## src/rtl/keypad_pkg.sv

```systemverilog
// Shared types and helpers for the keypad encoder family.
// Pure declarations: no latency, no flow control.
package keypad_pkg;

   typedef enum logic [1:0] {
      IDLE,
      DEBOUNCE,
      PRESSED,
      RELEASE
   } kp_state_t;

   localparam int MAX_KEYS = 64;

   function automatic int clog2(input int v);
      int r;
      r = 0;
      for (int i = 0; i < 32; i++) begin
         if ((1 << i) < v) r = i + 1;
      end
      return r;
   endfunction

   // Lowest set index wins; an all-zero vector encodes as 0.
   function automatic int prio_enc(input logic [MAX_KEYS-1:0] v);
      int r;
      r = 0;
      for (int i = MAX_KEYS - 1; i >= 0; i--) begin
         if (v[i]) r = i;
      end
      return r;
   endfunction

endpackage

```

## src/rtl/keypad_encoder_n_tick_divider.sv

```systemverilog
// Free-running divide-by-TICK_DIV pulse generator; tick is one registered cycle per period.
// tick_next is the combinational decode one cycle ahead of tick; no backpressure.
module tick_divider
   import keypad_pkg::*;
#(
   parameter int TICK_DIV = 100
) (
   input  logic clk,
   input  logic reset,
   output logic tick,
   output logic tick_next
);

   localparam int W = clog2(TICK_DIV);

   logic [W-1:0] divcnt;

   assign tick_next = (divcnt == W'(TICK_DIV - 1));

   always_ff @(posedge clk) begin
      if (reset) begin
         divcnt <= '0;
         tick   <= 1'b0;
      end else begin
         tick   <= tick_next;
         divcnt <= tick_next ? '0 : divcnt + W'(1);
      end
   end

endmodule

```

## src/rtl/keypad_encoder_n.sv

```systemverilog
// N-key priority encoder with press/release debounce, auto-repeat and timer-mode pgt mux.
// D/loadn settle DEBOUNCE_CYCLES edges after key_q, pgt one edge later; no backpressure.
module keypad_encoder_n
   import keypad_pkg::*;
#(
   parameter int NUM_KEYS        = 10,
   parameter int CODE_W          = 4,
   parameter int DEBOUNCE_CYCLES = 4,
   parameter int TICK_DIV        = 100,
   parameter int REPEAT_DELAY    = 0,
   parameter int REPEAT_RATE     = 50
) (
   input  logic                clk,
   input  logic                reset,
   input  logic [NUM_KEYS-1:0] key,
   input  logic                enablen,
   output logic [CODE_W-1:0]   D,
   output logic                loadn,
   output logic                pgt,
   output logic                tick,
   output logic                multi
);

   localparam int RPT_MAX = (REPEAT_DELAY > REPEAT_RATE) ? REPEAT_DELAY : REPEAT_RATE;
   localparam int RPT_W   = clog2(RPT_MAX + 1);
   localparam logic [7:0] DB = 8'(DEBOUNCE_CYCLES);

   logic [NUM_KEYS-1:0] key_q;
   logic [MAX_KEYS-1:0] key_ext;
   logic [CODE_W-1:0]   code, cand, cand_n, d_n;
   logic                any, loadn_n, strobe, strobe_n, tick_next;
   logic                primed, armed, armed_n, rep_on, rep_on_n;
   logic [7:0]          cnt, cnt_n;
   logic [RPT_W-1:0]    rpt, rpt_n, rpt_inc, rpt_target;
   kp_state_t           state, state_n;

   assign key_ext    = MAX_KEYS'(key_q);
   assign code       = CODE_W'(prio_enc(key_ext));
   assign any        = |key_q;
   assign rpt_inc    = rpt + RPT_W'(1);
   assign rpt_target = rep_on ? RPT_W'(REPEAT_RATE) : RPT_W'(REPEAT_DELAY);

   tick_divider #(.TICK_DIV(TICK_DIV)) u_div (
      .clk       (clk),
      .reset     (reset),
      .tick      (tick),
      .tick_next (tick_next)
   );

   always_comb begin
      state_n  = state;
      cand_n   = cand;
      cnt_n    = cnt;
      rpt_n    = rpt;
      rep_on_n = rep_on;
      d_n      = D;
      loadn_n  = loadn;
      strobe_n = 1'b0;
      // A key already down when we come out of reset must be seen released first.
      armed_n  = armed | (primed & ~any);
      case (state)
         IDLE: begin
            if (!enablen && any && armed) begin
               cand_n = code;
               cnt_n  = 8'd1;
               if (DB == 8'd1) begin
                  state_n  = PRESSED;
                  d_n      = code;
                  loadn_n  = 1'b0;
                  strobe_n = 1'b1;
                  rpt_n    = '0;
                  rep_on_n = 1'b0;
               end else begin
                  state_n = DEBOUNCE;
               end
            end
         end
         DEBOUNCE: begin
            if (any && code == cand) begin
               cnt_n = cnt + 8'd1;
               if (cnt + 8'd1 == DB) begin
                  state_n  = PRESSED;
                  d_n      = cand;
                  loadn_n  = 1'b0;
                  strobe_n = 1'b1;
                  rpt_n    = '0;
                  rep_on_n = 1'b0;
               end
            end else begin
               state_n = IDLE;
            end
         end
         PRESSED: begin
            if (!any) begin
               cnt_n = 8'd1;
               if (DB == 8'd1) begin
                  state_n = IDLE;
                  loadn_n = 1'b1;
               end else begin
                  state_n = RELEASE;
               end
            end else if (REPEAT_DELAY > 0 && rpt_inc == rpt_target) begin
               strobe_n = 1'b1;
               rpt_n    = '0;
               rep_on_n = 1'b1;
            end else begin
               rpt_n = rpt_inc;
            end
         end
         RELEASE: begin
            if (!any) begin
               cnt_n = cnt + 8'd1;
               if (cnt + 8'd1 == DB) begin
                  state_n = IDLE;
                  loadn_n = 1'b1;
               end
            end else begin
               state_n = PRESSED;
            end
         end
         default: state_n = IDLE;
      endcase
      if (enablen) begin
         state_n  = IDLE;
         loadn_n  = 1'b1;
         strobe_n = 1'b0;
      end
   end

   always_ff @(posedge clk) begin
      if (reset) begin
         key_q  <= '0;
         multi  <= 1'b0;
         state  <= IDLE;
         cand   <= '0;
         cnt    <= '0;
         rpt    <= '0;
         rep_on <= 1'b0;
         D      <= '0;
         loadn  <= 1'b1;
         strobe <= 1'b0;
         pgt    <= 1'b0;
         primed <= 1'b0;
         armed  <= 1'b0;
      end else begin
         key_q  <= key;
         multi  <= |(key_q & (key_q - NUM_KEYS'(1)));
         state  <= state_n;
         cand   <= cand_n;
         cnt    <= cnt_n;
         rpt    <= rpt_n;
         rep_on <= rep_on_n;
         D      <= d_n;
         loadn  <= loadn_n;
         strobe <= strobe_n;
         pgt    <= enablen ? tick_next : strobe;
         primed <= 1'b1;
         armed  <= armed_n;
      end
   end

endmodule

```

## config.mk

```make
export PLATFORM = sky130hd
export DESIGN_NAME = keypad_encoder_n
export DESIGN_NICKNAME = d
export VERILOG_FILES = /design/src/rtl/keypad_pkg.sv /design/src/rtl/keypad_encoder_n_tick_divider.sv /design/src/rtl/keypad_encoder_n.sv
export SDC_FILE = /design/constraint.sdc
export NUM_CORES = 1
export LEC_CHECK = 0
export ABC_CLOCK_PERIOD_IN_PS = 4450
export CORE_MARGIN = 5
export CORE_UTILIZATION = 35
export CTS_CLUSTER_SIZE = 16
export DETAILED_ROUTE_END_ITERATION = 16
export SYNTH_ARGS = -nofsm -noshare
export SYNTH_HDL_FRONTEND = slang
export SYNTH_HIERARCHICAL = 1
export SYNTH_SLANG_ARGS = --single-unit
```

## constraint.sdc

```tcl
create_clock -name clk -period 4.45 [get_ports clk]
set_input_delay 0.89 -clock clk [delete_from_list [all_inputs] [get_ports clk]]
set_output_delay 0.89 -clock clk [all_outputs]
set_load 0.005 [all_outputs]
```

==> flow_metrics.tcl <==
set metrics [dict create \
    worst_hold_slack_ns 0.464 \
    ctsHtreeMaxLevel 3 \
    startpoint "enablen" \
    clk_path_buf_depth 2 \
    crit-reg2reg-launch "key_q[4]" \
    core_um2 9330 \
    path_max_fanout 8 \
    dp_cells 516 \
    post-route-drc-count 0 \
    worst_slew_pin_slew_ns 0.613 \
    io_pins 21 \
    crit_arrival_ns 2.84 \
    synth.cell_area_um2 3380 \
    wire_per_inst_um 13.6 \
    crit_buf_inv 1 \
    yosysWarnings 6 \
    cts_root_buf "clkbuf_8" \
    start_kind "input pin" \
    cts.clk_slew.worst_paths_ns 0.07 \
    cts_hold_buf 0 \
    drive_above_1_share_pct 10.2 \
    vias_per_cell 5.29 \
    fin_util_pct 41.1 \
    r2r_slack_ns 1.93 \
    ant_nets 0 \
    ys_ff_latch 67 \
    cts_tree "done" \
    critPathCapture "cnt[7]" \
    slew_headroom_pct 59.1 \
    final_nets 414 \
    crit_cells 5 \
    grt_pass1_wl_um 12100 \
    end_kind "flip-flop" \
    drt_iter0_markers 136 \
    worstReg2RegEnd "cnt[6]" \
    cts_setup_buffers 0 \
    synthArstFlopShare_pct 0 \
    vdd_drop_max_uv 121 \
    setup_violations 0 \
    status "completed" \
    clk_latency_ns 0.35 \
    numCtsBuffers 9 \
    power.density_nw_per_um2 303 \
    crit_chain "clkdlybuf4s50_1 -> or4b_1 -> nor2_2 -> or3_1 -> o221ai_2" \
    cp.required_ns 4.68 \
    cp_top_family "simple AND/OR/NAND/NOR gates" \
    die_h_um 108 \
    dr.pass1.iters 4 \
    cap_violations 0 \
    dominantRegCellSynth "dfxtp_1" \
    antenna_found_initial 0 \
    cts_resized 0 \
    syn-instance-count 381 \
    period_share_pct 58.8 \
    p_leak_nw 1.24 \
    rsz0062_at_grt "false" \
    yosysUniqueCellTypes 59 \
    synth_edf_count 0 \
    fillers 934 \
    grt_pass1_vias 2563 \
    grt_overflow 0 \
    grtUsageTotal_pct 13.0 \
    die_w_um 108 \
    area_growth_pct 13.6 \
    synth_fp_nets 397 \
    rows 35 \
    crit_type "input pin to flip-flop" \
    cts_sinks 67 \
    dieArea_um2 11700 \
    hold_class "flip-flop to flip-flop" \
    grt_max_degree 35 \
    yosysSeqAreaShare_pct 39.7 \
    layout_min_cycle_time_ns 2.62 \
    hold_viol 0 \
    start_util_pct 36.2 \
    final_cell_count_no_fill 531 \
    wl_um 7220 \
    io_buffers 20 \
    r2r_cells 6 \
    slowest_stage "or4b_1" \
    tns_ns 0 \
    gp_congestion 0.805 \
    n_antenna_cell 0 \
    skew_ns 0.0131 \
    drv_slew 0 \
    avgSynthCellArea_um2 8.86 \
    slowest_delay_ns 0.63 \
    hpwlAfterDp_um 5080 \
    max_clock_freq_mhz 382 \
    vias 2810 \
]
[placed cells by master, fill, tap and decap left out, drive strengths merged, types with 4 or more instances in the layout]
cell type      instances
nand2                 24
or3                   15
dfxtp                 67
and3                   4
nor4                  10
nor2                  36
nand3                 13
xor2                   7
inv                   14
nor2b                 13
a21oi                 25
mux2i                  7
clkdlybuf4s50         20
or4                   12
xnor2                  7
clkbuf                13
nand4                 14
o31ai                 12
and2                   4
and4                   7
nor3                  15
o22ai                  6
o21ai                 21
[sequential cells by signal, summed over array words and instances (netlist names), 2 cells and up]
signal and flops:
state 2, u_div/divcnt 32, D 4, cnt 8, cand 4, key_q 10
[final cells by class]
type	count	area [um2]	share of cell area (%)
inverters	14	52.6	1.37
clock buffers	13	169	4.40
well taps	129	161	4.21
multi-input cells	284	1890	49.2
clock inverters	2	10.0	0.261
repair buffers	22	215	5.61
flip-flops and latches	67	1340	35.0
[Yosys cell counts, drive strengths merged, types with 6 or more instances]
cell	count	area, um2
nor2	36	145
a21oi	25	125
mux2i	7	70.1
buf	12	83.8
nand2	24	92.6
xnor2	7	61.3
inv	14	52.6
or4	12	97.6
nor3	15	97.6
nand4	14	93.8
or3	15	98.8
o22ai	6	50.0
and4	7	66.3
xor2	7	61.3
o31ai	12	90.1
nand3	13	77.6
o21ai	21	109
nor4	10	92.6
dfxtp	67	1340
nor2b	13	81.3
[through the flow]
step                total power [mW]  area, um2  worst slack (ns)
floorplan                      0.687       3380              2.10
global placement               0.707       3660              1.52
detailed placement             0.707       3660              1.46
CTS                             1.18       3830              1.84
global route                    1.21       3830              1.71
finish                          1.16       3830              1.83
[worst min-delay path, stage by stage, from the launching register on]
cell and delay (ns):
dfxtp_1 0.31, a21oi_1 0.05, nor2_1 0.07
[power breakdown]
group / leakage (nW) / switching (mW) / internal [mW] / total (mW)
Sequential: 0.544 / 0.0149 / 0.609 / 0.624
Combinational: 0.598 / 0.0352 / 0.0344 / 0.0697
Clock: 0.0953 / 0.226 / 0.243 / 0.469
Total: 1.24 / 0.276 / 0.886 / 1.16
[worst min path at each step]
stage,start,end,slack (ns),depth (start not counted)
after floorplan,armed,armed,0.43,2
after global placement,primed,armed,0.44,2
after detailed placement,primed,armed,0.45,2
after CTS,primed,armed,0.47,2
after global routing,primed,armed,0.49,2
final,primed,armed,0.46,2
[metal layers]
metal  vias up  wire (um)  global-route usage, %
li1       1444          -                      -
met2        39       3160                   19.2
met5         -          0                      0
met4         0        151                   5.59
met1      1316       3670                   17.5
met3        11        237                   3.94
[kinds of logic (layout without fill, tap and decap cells)]
family	after synthesis	count (layout)	share of synthesized area, %
and+or+nand+nor	175	175	31.3
AOI/OAI and AO/OA	83	83	17.0
DFF	67	67	39.7
buffers and inverters	30	51	4.52
xor gates and xnor gates	14	14	3.63
muxes	7	7	2.08
adders and majority gates	5	5	1.71
Note: power is estimated with default switching activity, not from simulation.
